**src/rtl/add_sub_serial.sv**
```systemverilog
// Chunk-serial two's-complement adder/subtractor: CHUNK bits per clock, valid/ready
// on both sides, optional signed saturation, zero/negative flags on the final result.
module add_sub_serial #(
  parameter int WIDTH = 16,
  parameter int CHUNK = 4
) (
  input  logic             clk,
  input  logic             rst_n,
  input  logic             in_valid,
  output logic             in_ready,
  input  logic [WIDTH-1:0] a,
  input  logic [WIDTH-1:0] b,
  input  logic             sub,
  input  logic             sat,
  output logic             out_valid,
  input  logic             out_ready,
  output logic [WIDTH-1:0] answer,
  output logic             carryout,
  output logic             overflow,
  output logic             zero,
  output logic             negative
);

  localparam int N  = WIDTH / CHUNK;
  localparam int CW = (N > 1) ? $clog2(N) : 1;

  localparam logic [1:0] S_IDLE = 2'd0;
  localparam logic [1:0] S_RUN  = 2'd1;
  localparam logic [1:0] S_DONE = 2'd2;

  localparam logic [WIDTH-1:0] MOST_NEG = WIDTH'(1) << (WIDTH - 1);
  localparam logic [WIDTH-1:0] MOST_POS = ~MOST_NEG;

  logic [1:0]       state_q, state_d;
  logic [WIDTH-1:0] a_q, a_d;
  logic [WIDTH-1:0] b_q, b_d;
  logic             sat_q, sat_d;
  logic             carry_q, carry_d;
  logic [CW-1:0]    cnt_q, cnt_d;
  logic [WIDTH-1:0] res_q, res_d;
  logic             co_q, co_d;
  logic             ov_q, ov_d;
  logic             z_q, z_d;
  logic             n_q, n_d;

  logic [CHUNK:0]   sum;
  logic [WIDTH-1:0] res_shift;
  logic [WIDTH-1:0] res_sat;
  logic             msb_cin;
  logic             raw_ovf;
  logic             last;

  // Operands shift right one chunk per cycle, so the low chunk is always the
  // current one and, on the last step, bit CHUNK-1 is the operand MSB.
  always_comb begin
    sum       = {1'b0, a_q[CHUNK-1:0]} + {1'b0, b_q[CHUNK-1:0]} + {{CHUNK{1'b0}}, carry_q};
    res_shift = (res_q >> CHUNK) | (WIDTH'(sum[CHUNK-1:0]) << (WIDTH - CHUNK));
    msb_cin   = a_q[CHUNK-1] ^ b_q[CHUNK-1] ^ sum[CHUNK-1];
    raw_ovf   = msb_cin ^ sum[CHUNK];
    res_sat   = (sat_q && raw_ovf) ? (a_q[CHUNK-1] ? MOST_NEG : MOST_POS) : res_shift;
    last      = (cnt_q == CW'(N - 1));
  end

  always_comb begin
    state_d = state_q;
    a_d     = a_q;
    b_d     = b_q;
    sat_d   = sat_q;
    carry_d = carry_q;
    cnt_d   = cnt_q;
    res_d   = res_q;
    co_d    = co_q;
    ov_d    = ov_q;
    z_d     = z_q;
    n_d     = n_q;
    case (state_q)
      S_IDLE: begin
        if (in_valid) begin
          a_d     = a;
          b_d     = b ^ {WIDTH{sub}};
          sat_d   = sat;
          carry_d = sub;
          cnt_d   = '0;
          state_d = S_RUN;
        end
      end
      S_RUN: begin
        a_d     = a_q >> CHUNK;
        b_d     = b_q >> CHUNK;
        carry_d = sum[CHUNK];
        cnt_d   = cnt_q + CW'(1);
        if (last) begin
          res_d   = res_sat;
          co_d    = sum[CHUNK];
          ov_d    = raw_ovf;
          z_d     = (res_sat == '0);
          n_d     = res_sat[WIDTH-1];
          state_d = S_DONE;
        end else begin
          res_d = res_shift;
        end
      end
      S_DONE: begin
        if (out_ready) state_d = S_IDLE;
      end
      default: state_d = S_IDLE;
    endcase
  end

  always_ff @(posedge clk or negedge rst_n) begin
    if (!rst_n) begin
      state_q <= S_IDLE;
      a_q     <= '0;
      b_q     <= '0;
      sat_q   <= 1'b0;
      carry_q <= 1'b0;
      cnt_q   <= '0;
      res_q   <= '0;
      co_q    <= 1'b0;
      ov_q    <= 1'b0;
      z_q     <= 1'b0;
      n_q     <= 1'b0;
    end else begin
      state_q <= state_d;
      a_q     <= a_d;
      b_q     <= b_d;
      sat_q   <= sat_d;
      carry_q <= carry_d;
      cnt_q   <= cnt_d;
      res_q   <= res_d;
      co_q    <= co_d;
      ov_q    <= ov_d;
      z_q     <= z_d;
      n_q     <= n_d;
    end
  end

  assign in_ready  = (state_q == S_IDLE);
  assign out_valid = (state_q == S_DONE);
  assign answer    = res_q;
  assign carryout  = co_q;
  assign overflow  = ov_q;
  assign zero      = z_q;
  assign negative  = n_q;

endmodule

```
**config.mk**
```make
export PLATFORM = sky130hd
export DESIGN_NAME = add_sub_serial
export DESIGN_NICKNAME = d
export VERILOG_FILES = /design/src/rtl/add_sub_serial.sv
export SDC_FILE = /design/constraint.sdc
export NUM_CORES = 1
export LEC_CHECK = 0
export ABC_AREA = 1
export CORE_MARGIN = 3
export CORE_UTILIZATION = 56
export CTS_CLUSTER_DIAMETER = 200
export DETAILED_ROUTE_END_ITERATION = 16
export GPL_ROUTABILITY_DRIVEN = 0
export PLACE_DENSITY_LB_ADDON = 0.08
export SLEW_MARGIN = 0
export SYNTH_ARGS = -nofsm -noshare
export SYNTH_HDL_FRONTEND = slang
export SYNTH_SLANG_ARGS = --single-unit
```
**constraint.sdc**
```tcl
create_clock -name clk -period 4.6 [get_ports clk]
set_input_delay 1.38 -clock clk [delete_from_list [all_inputs] [get_ports clk]]
set_output_delay 1.38 -clock clk [all_outputs]
set_load 0.005 [all_outputs]
```
==> impl_metrics.py, run 1 <==
metrics = {
    "final_layout": {
        "fill_cells": 420,
        "final_common_cell": "nand2_1",
        "fin_nets": 445,
        "regArea_sq_um": 1451,
        "drive_gt1_share_pct": 9.360,
        "antenna_cells": 0,
        "final_cell_mix": "nand2_1 (101), dfrtp_1 (58), clkdlybuf4s50_1 (58)",
        "area_growth_pct": 25.50,
        "fin_area_sq_um": 3836,
        "multiInputGateArea_sq_um": 1369,
    },
    "clock_tree": {
        "root_buffer": "clkbuf_8",
        "post_cts_buffers": 0,
        "cts_buffers": 9,
        "cts_hold_buf": 0,
        "cts_tree": "yes",
        "cts.path.max_buffers": 2,
        "cts_htree_levels": 3,
        "clkTransAtPathRegs_ps": 60,
        "worstSkewPairLatency_ps": 330,
        "post_cts_resized": 0,
        "cts_sinks": 58,
    },
    "drt": {
        "routed-via-count": 2610,
        "drc": 0,
        "vias_per_cell": 5.483,
        "drtAntennaViolNets": 0,
        "drt_iter0_markers": 190,
        "first_pass_iters": 5,
        "wl_microns": 6854,
        "wl_per_cell_microns": 14.40,
    },
    "place": {
        "io_buffers": 59,
        "dp.final_hpwl_microns": 4977,
        "placed_area_sq_um": 3632,
    },
    "setup_path": {
        "required_ps": 3220,
        "critPathMaxStageDelay_ps": 540,
        "r2r-start": "b_q[0]$_DFFE_PN0P_",
        "crit_path_top_delay_cell": "clkdlybuf4s50_1",
        "r2r-end": "zero$_DFFE_PN0P_",
        "cp_num_buf_inv": 1,
        "cp-end-kind": "primary output",
        "cp.arrival_ps": 1560,
        "cp_cell_sequence": "nor2_4, clkdlybuf4s50_1",
        "cp-start-kind": "flip-flop",
        "critPathKind": "flip-flop to primary output",
        "cpLargestDelayFamily": "buffers and inverters",
        "r2r_slack_ps": 2160,
        "reg2reg_depth": 16,
        "cp_max_fo": 7,
    },
    "timing": {
        "finalSetupViolations": 0,
        "tns_ps": 0,
        "hold_viol": 0,
        "skew_ps": 7.375,
        "rsz0062_at_grt": "no",
        "period_share_pct": 63.92,
        "drv_slew": 0,
        "post-route-min-period_ps": 2940,
        "fmax_ghz": 0.3401,
        "slew_headroom_pct": 19.45,
        "worstMarginPinSlew_ps": 1207,
    },
    "floorplan": {
        "fp.dieW_microns": 79.88,
        "coreArea_sq_um": 5205,
        "dieArea_sq_um": 6381,
        "num_io_pins": 60,
        "die_h_microns": 79.88,
        "start_util_pct": 58.73,
        "rows": 26,
    },
    "power_and_ir_drop": {
        "p_leak_nw": 1.739,
        "max-vdd-ir-drop_uv": 341.3,
        "p_per_area_nw_per_um2": 791.3,
        "finalPower_w": 0.003035,
    },
    "grt": {
        "track_usage_pct": 23.31,
        "grt_pass1_vias": 2353,
        "grt_antenna_before_repair": 0,
        "gr-total-overflow": 0,
        "grt_start_max_net_pins": 41,
        "grt_pass1_wl_microns": 11270,
    },
    "logic_synthesis": {
        "syn_area_sq_um": 3057,
        "syn-num-nets": 391,
        "ys_warn_count": 0,
        "synth_cell_types": 34,
        "synth_cells": 347,
        "yosysSeqAreaShare_pct": 47.48,
        "avgSynthCellArea_sq_um": 8.809,
        "ys_seq_elements": 58,
    },
    "min_path": {
        "min_path_type": "flip-flop to flip-flop",
        "min_path_cells": 1,
        "hp-start": "cnt_q[0]$_DFFE_PN0P_",
        "hold_path_end": "cnt_q[0]$_DFFE_PN0P_",
    },
    "status": {
        "outcome": "completed",
    },
    "job": {
        "cap_violations": 0,
    },
}
## flip-flops by register name (all words and copies together) (netlist names)
name	count
a_q	16
answer	16
b_q	16
cnt_q	2
state_q	2
carry_q	1
carryout	1
negative	1
overflow	1
sat_q	1
zero	1
## Yosys cell counts
cell | instances | area, sq um
a21oi_1 | 3 | 15.01
a21oi_2 | 2 | 17.52
a221oi_1 | 9 | 78.83
a221oi_2 | 1 | 15.01
a22o_1 | 1 | 8.760
a22oi_1 | 8 | 60.06
buf_1 | 1 | 3.750
buf_2 | 9 | 45.04
buf_6 | 4 | 45.04
clkbuf_1 | 3 | 11.26
dfrtp_1 | 58 | 1451
fa_1 | 2 | 40.04
ha_1 | 4 | 50.05
inv_1 | 34 | 127.6
inv_2 | 1 | 3.750
mux2_2 | 1 | 11.26
nand2_1 | 101 | 379.1
nand2_2 | 7 | 43.79
nand2_4 | 2 | 22.52
nand3_1 | 16 | 80.08
nand3_2 | 1 | 10.01
nand3_4 | 1 | 17.52
nor2_1 | 6 | 22.52
nor2_2 | 2 | 12.51
nor2_4 | 2 | 22.52
nor3_1 | 12 | 60.06
o211ai_1 | 14 | 105.1
o21a_1 | 2 | 15.01
o21ai_0 | 17 | 85.08
o21ai_1 | 1 | 5.000
o221ai_1 | 4 | 35.03
o31ai_1 | 1 | 7.510
xnor2_1 | 16 | 140.1
xor2_1 | 1 | 8.760
## cell families (layout without fill, tap and decap cells)
logic type	Yosys count	after routing	share of synthesized area, %
muxes	1	1	0.3684
and+or+nand+nor	150	150	21.94
xor gates and xnor gates	17	17	4.871
buffers and inverters	52	111	7.736
AOI/OAI and AO/OA	63	63	14.65
DFF	58	58	47.48
adders and majority gates	6	6	2.947
## worst max path at each step
| stage | cells past startpoint | endpoint | slack, ps | from |
|---|---|---|---|---|
| 2_1_floorplan | 4 | b_q[10]$_DFFE_PN0P_ | 2400 | sub |
| 3_3_place_gp | 5 | a_q[5]$_DFFE_PN0P_ | 1390 | in_valid |
| 3_5_place_dp | 5 | a_q[7]$_DFFE_PN0P_ | 1310 | in_valid |
| 4_1_cts | 2 | in_ready | 1630 | state_q[0]$_DFFE_PN0P_ |
| 5_1_grt | 5 | a_q[10]$_DFFE_PN0P_ | 1520 | in_valid |
| 6_report | 2 | in_ready | 1660 | state_q[0]$_DFFE_PN0P_ |
## metal layers
metal	global-route usage, %	wire length [microns]	vias to the layer above
li1	-	-	1261
met1	31.58	3013	1255
met4	5.743	58	0
met3	7.449	406	8
met2	36.42	3376	86
met5	0	0	-
## area by class of cell
class | count | share of cell area, %
Clock buffer | 11 | 3.947
Timing Repair Buffer | 60 | 15.46
Inverter | 35 | 3.425
Multi-Input combinational cell | 237 | 35.68
Sequential cell | 58 | 37.83
Tap cell | 70 | 2.283
Clock inverter | 5 | 1.370
## metrics by stage
stage	setup slack, ps	hold WS (ps)	std cells	utilization [%]
global route	1518	507.1	476	73.70
detailed placement	1309	471.9	460	69.78
floorplan	2400	449.8	347	-
finish	1660	491.0	476	73.70
global placement	1390	461.7	460	69.78
CTS	1634	490.3	476	73.70
## report_power, final
group	internal (W)	total [W]	switching, W
sequential	0.000757	0.000917	0.000160
clock	0.000277	0.000478	0.000201
combinational	0.000655	0.00164	0.000985
## worst reg2reg max path: stages, from the launching register on
cell     delay (ps)
dfrtp_1         370
inv_1           120
fa_1            230
inv_1            80
fa_1            440
nand2_2         100
nand2_2          50
nand2_2         110
nand2_1          70
nand2_1          90
nand3_2         260
nand2_1         160
inv_1            50
nand2_1          50
nor2_1           40
nand2_1          50
nand2_1          50
(Power assumes the default switching activity.)
==> inputs of run 2 (changes only) <==
--- a/config.mk
+++ b/config.mk
@@ -7,7 +7,7 @@
 export LEC_CHECK = 0
 export ABC_AREA = 1
 export CORE_MARGIN = 3
-export CORE_UTILIZATION = 56
+export CORE_UTILIZATION = 47
 export CTS_CLUSTER_DIAMETER = 200
 export DETAILED_ROUTE_END_ITERATION = 16
 export GPL_ROUTABILITY_DRIVEN = 0
==> constraint.sdc (replaced) <==
create_clock -name clk -period 2.6 [get_ports clk]
set_input_delay 0.78 -clock clk [delete_from_list [all_inputs] [get_ports clk]]
set_output_delay 0.78 -clock clk [all_outputs]
set_load 0.005 [all_outputs]
==> run 2 against run 1 <==
Against the previous run:
- sequential power up 77%
- non-clock buffer count up 5
- global-route usage down 3.7 points
- critical path type unchanged
- largest cell class unchanged
==> impl_metrics.py, run 2 (synthesis gave the netlist of run 1 again) <==
metrics = {
    "clock_tree": {
        "worstSkewPairLatency_ps": 330,
        "root_buffer": "clkbuf_8",
        "post_cts_buffers": 0,
        "cts_hold_buf": 0,
        "post_cts_resized": 0,
        "cts_buffers": 9,
        "cts_tree": "yes",
        "cts_sinks": 58,
        "cts_htree_levels": 3,
        "clkTransAtPathRegs_ps": 60,
        "cts.path.max_buffers": 2,
    },
    "final_layout": {
        "final_common_cell": "nand2_1",
        "antenna_cells": 0,
        "fill_cells": 532,
        "final_cell_mix": "nand2_1 (101), dfrtp_1 (58), clkdlybuf4s50_1 (58)",
        "multiInputGateArea_sq_um": 1376,
        "fin_nets": 450,
        "drive_gt1_share_pct": 10.02,
        "regArea_sq_um": 1451,
        "area_growth_pct": 26.07,
    },
    "power_and_ir_drop": {
        "p_leak_nw": 1.750,
        "p_per_area_nw_per_um2": 1355,
        "max-vdd-ir-drop_uv": 744.8,
    },
    "drt": {
        "first_pass_iters": 4,
        "drtAntennaViolNets": 0,
        "routed-via-count": 2497,
        "wl_microns": 6587,
        "vias_per_cell": 5.159,
        "wl_per_cell_microns": 13.61,
        "drc": 0,
        "drt_iter0_markers": 129,
    },
    "setup_path": {
        "cp.arrival_ps": 1560,
        "cp_max_fo": 7,
        "cp_cell_sequence": "nor2_4, clkdlybuf4s50_1",
        "cp-start-kind": "flip-flop",
        "critPathMaxStageDelay_ps": 540,
        "r2r_slack_ps": 330,
        "crit_path_top_delay_cell": "clkdlybuf4s50_1",
        "cp-end-kind": "primary output",
        "critPathKind": "flip-flop to primary output",
        "reg2reg_depth": 16,
        "r2r-end": "zero$_DFFE_PN0P_",
        "r2r-start": "a_q[0]$_DFFE_PN0P_",
        "required_ps": 1820,
    },
    "status": {
        "outcome": "completed",
    },
    "grt": {
        "grt_antenna_before_repair": 0,
        "grt_pass1_wl_microns": 11450,
        "grt_start_max_net_pins": 59,
        "track_usage_pct": 19.65,
        "gr-total-overflow": 0,
        "grt_pass1_vias": 2426,
    },
    "timing": {
        "tns_ps": 0,
        "post-route-min-period_ps": 2340,
        "skew_ps": 6.135,
        "hold_ws_ps": 430.9,
        "rsz0062_at_grt": "no",
        "worstMarginPinSlew_ps": 431.9,
        "slew_headroom_pct": 71.14,
        "drv_slew": 0,
        "hold_viol": 0,
        "finalSetupViolations": 0,
        "period_share_pct": 89.98,
        "fmax_ghz": 0.4274,
    },
    "floorplan": {
        "coreArea_sq_um": 6096,
        "dieArea_sq_um": 7507,
        "num_io_pins": 60,
        "fp.dieW_microns": 86.65,
        "die_h_microns": 86.65,
        "rows": 28,
        "start_util_pct": 50.14,
    },
    "place": {
        "dp.final_hpwl_microns": 4710,
        "io_buffers": 59,
    },
    "min_path": {
        "min_path_type": "primary input to asynchronous set/reset pin",
    },
    "job": {
        "cap_violations": 0,
    },
}
run 2: cell count changes in the layout (fill, tap and decap cells not counted), sizes merged:
cell / previous run / this run
clkinv: 3 / 4
buf: 2 / 7
bufinv: 1 / 0
clkbuf: 11 / 10
clkinvlp: 1 / 0
run 2: cell type report:
cell class / instances / area share [%]
flip-flops and latches: 58 / 37.66
repair buffers: 65 / 16.69
multi-input cells: 237 / 35.71
inverters: 35 / 3.409
clock inverters: 4 / 0.5195
well taps: 75 / 2.435
clock buffers: 10 / 3.571
run 2: report_power, final:
group          internal (W)  switching [W]
clock network      0.000353       0.000332
logic               0.00121        0.00171
registers           0.00134       0.000279
total               0.00290        0.00232
run 2: how the worst max path moves through the flow:
stage                       endpoint                   start  slack, ps
CTS                 zero$_DFFE_PN0P_      a_q[0]$_DFFE_PN0P_        220
global route        zero$_DFFE_PN0P_      a_q[0]$_DFFE_PN0P_        110
floorplan           zero$_DFFE_PN0P_      a_q[0]$_DFFE_PN0P_        600
global placement    zero$_DFFE_PN0P_      a_q[0]$_DFFE_PN0P_        270
detailed placement  zero$_DFFE_PN0P_      a_q[0]$_DFFE_PN0P_        240
finish                      in_ready  state_q[0]$_DFFE_PN0P_        260
run 2: routing by layer:
metal | share of wire, % | track usage, % | wire [microns] | vias up
met5 | 0 | 0 | 0 | -
met4 | 1.6 | 6.941 | 104 | 0
met3 | 6.0 | 5.228 | 394 | 11
met2 | 46 | 30.39 | 3021 | 64
met1 | 47 | 26.67 | 3067 | 1157
li1 | - | - | - | 1265
run 2: worst max-delay path, delay by kind of cell, from the launching register on:
family,cells,cell delay [ps]
simple gates,1,230
flops,1,460
buf+inv,1,540
run 2: stage by stage:
step	setup slack [ps]	area [sq um]	std cells	util [%]	total power [W]
after floorplan	595.0	3057	347	-	0.003768
after global placement	266.0	3689	470	60.51	0.004495
after detailed placement	238.2	3689	470	60.51	0.004549
after CTS	220.3	3846	484	63.10	0.005249
after global routing	112.2	3854	484	63.22	0.005806
final	260.4	3854	484	63.22	0.005220
==> RTL change (config.mk and constraints of run 1) <==
`a_q` no longer has a reset.
--- a/src/rtl/add_sub_serial.sv
+++ b/src/rtl/add_sub_serial.sv
@@ -112,3 +112,2 @@
       state_q <= S_IDLE;
-      a_q     <= '0;
       b_q     <= '0;
@@ -124,3 +123,2 @@
       state_q <= state_d;
-      a_q     <= a_d;
       b_q     <= b_d;
@@ -137,2 +135,6 @@
 
+  always_ff @(posedge clk) begin
+    a_q <= a_d;
+  end
+
   assign in_ready  = (state_q == S_IDLE);
Behaviour: no difference found for any inputs over 10 cycles, from zero or initial values and one cycle with rst_n low; that may be too few to reach the edited logic, so the function may still have changed.
==> RTL change against run 1 <==
- worst setup slack got worse by 0.18 ns
- area after synthesis decreased by 2.2%
- core utilization increased by 3.3 points
- sequential cell count unchanged
- routed wire length decreased by 7.3%
- design area decreased by 0.75%
- total power decreased by 3.1%
- largest power group unchanged
==> RTL change: results (changes against run 1) <==
Worst setup path
  • Max FO, Critical Path: 22 (was 7)
  • Critical path's slowest cell: inv_1 (was clkdlybuf4s50_1)
  • R2R cell count: 7 (was 16)
  • CP arrival: 3.09 ns (was 1.56 ns)
  • CP peak stage delay: 0.59 ns (was 0.54 ns)

Global routing
  • Vias in the first global route: 2423 (was 2353)
  • All-Layer GR Usage: 23.3% (about the same)
  • First-pass GRT wire length: 11200 um (was 11300 um)
  • Pin count of the biggest net entering global routing: 43 (was 41)

Finish
  • Nets: 442 (was 445)
  • Layout cell share with drive strength beyond 1: 7.69% (was 9.36%)
  • Filler instances: 378 (was 420)

Logic synthesis
  • Synth cell types: 27 (was 34)
  • Synth cell count leaders: nand2_1 (125), dfrtp_1 (42), inv_1 (35) (was nand2_1 (101), dfrtp_1 (58), inv_1 (34))
  • Net Count, Synth: 384 (was 391)
  • Main area contributors after synthesis: dfrtp_1 (35%), edfxtp_1 (16%), nand2_1 (16%), xnor2_1 (4.7%), inv_1 (4.4%) (was dfrtp_1 (47%), nand2_1 (12%), xnor2_1 (4.6%), inv_1 (4.2%), o211ai_1 (3.4%))
  • EDFF count, synth: 16 (was 0)
  • YS warnings: 0 (unchanged)
  • Synth async-reset ratio: 72.4% (was 100%)
  • Register area share after synthesis: 51.2% (was 47.5%)

Routing
  • Initial DRC count: 224 (was 190)
  • Routed WL: 6360 um (was 6850 um)
  • Via/cell ratio: 5.37 (was 5.48)
  • Pre-antenna DRT Iters: 5 (unchanged)

Clocking
  • TritonCTS Buffers: 9 (unchanged)
  • Setup repair bufs after CTS: 0 (unchanged)

Outcome
  • Outcome: finished clean (unchanged)

Power
  • Pleak: 1.75 nW (was 1.74 nW)
  • Peak supply drop: 448 uV (was 341 uV)

Placed design
  • Hpwl dp: 4250 um (was 4980 um)
  • Placed Area: 3590 sq um (was 3630 sq um)

Hold path
  • Hold Path Depth: 2 (was 1)
  • Worst Hold Class: register to register (unchanged)

STA
  • Skew final: 0.00592 ns (was 0.00738 ns)
  • Max-slew headroom: 37.0% (was 19.5%)
## RTL change: worst max-delay path, delay by kind of cell
kind          cells  cell delay, ns
buf+inv           4            1.45
simple gates      2            0.24
## RTL change: report_power, final
| group | switching [W] | internal (W) |
|---|---|---|
| clock | 0.000194 | 0.000320 |
| sequential | 0.000147 | 0.000825 |
| combinational | 0.000876 | 0.000581 |
## RTL change: metal layers
metal	wire (um)	GRT usage (%)	up-vias
met4	184	12.9	0
met5	0	0	-
met1	2740	29.2	1185
met2	3080	37.5	95
met3	360	5.22	17
li1	-	-	1227
## RTL change: final timing paths
check | end | start | slack, ns
max | a_q[3] | in_valid | 1.48
min | overflow | overflow | 0.48
max reg2reg | carryout | state_q[1] | 2.12
min reg2reg | overflow | overflow | 0.48
max in group asynchronous | b_q[14] | rst_n | 2.84
min in group asynchronous | answer[12] | rst_n | 1.18
## RTL change: cells by family after synthesis
family | after synthesis | share of synthesized area [%]
xor gates and xnor gates | 16 | 4.69
and+or+nand+nor | 154 | 21.3
DFF | 58 | 51.2
adders and majority gates | 6 | 3.01
buffers and inverters | 53 | 7.61
AOI/OAI and AO/OA | 53 | 12.2
## RTL change: cell type report
type	count	area share (%)
repair buffers	61	15.8
clock inverters	3	1.71
inverters	39	3.84
multi-input cells	229	32.3
flip-flops and latches	58	40.2
clock buffers	13	3.91
well taps	67	2.20
## RTL change: per-stage QoR
stage                     instances  utilization, %  setup WS (ns)
after floorplan                 340               -           2.16
after global placement          454            72.7           1.12
after detailed placement        454            72.7           1.08
after CTS                       470            77.0           1.44
after global routing            470            77.0           1.26
final                           470            77.0           1.48
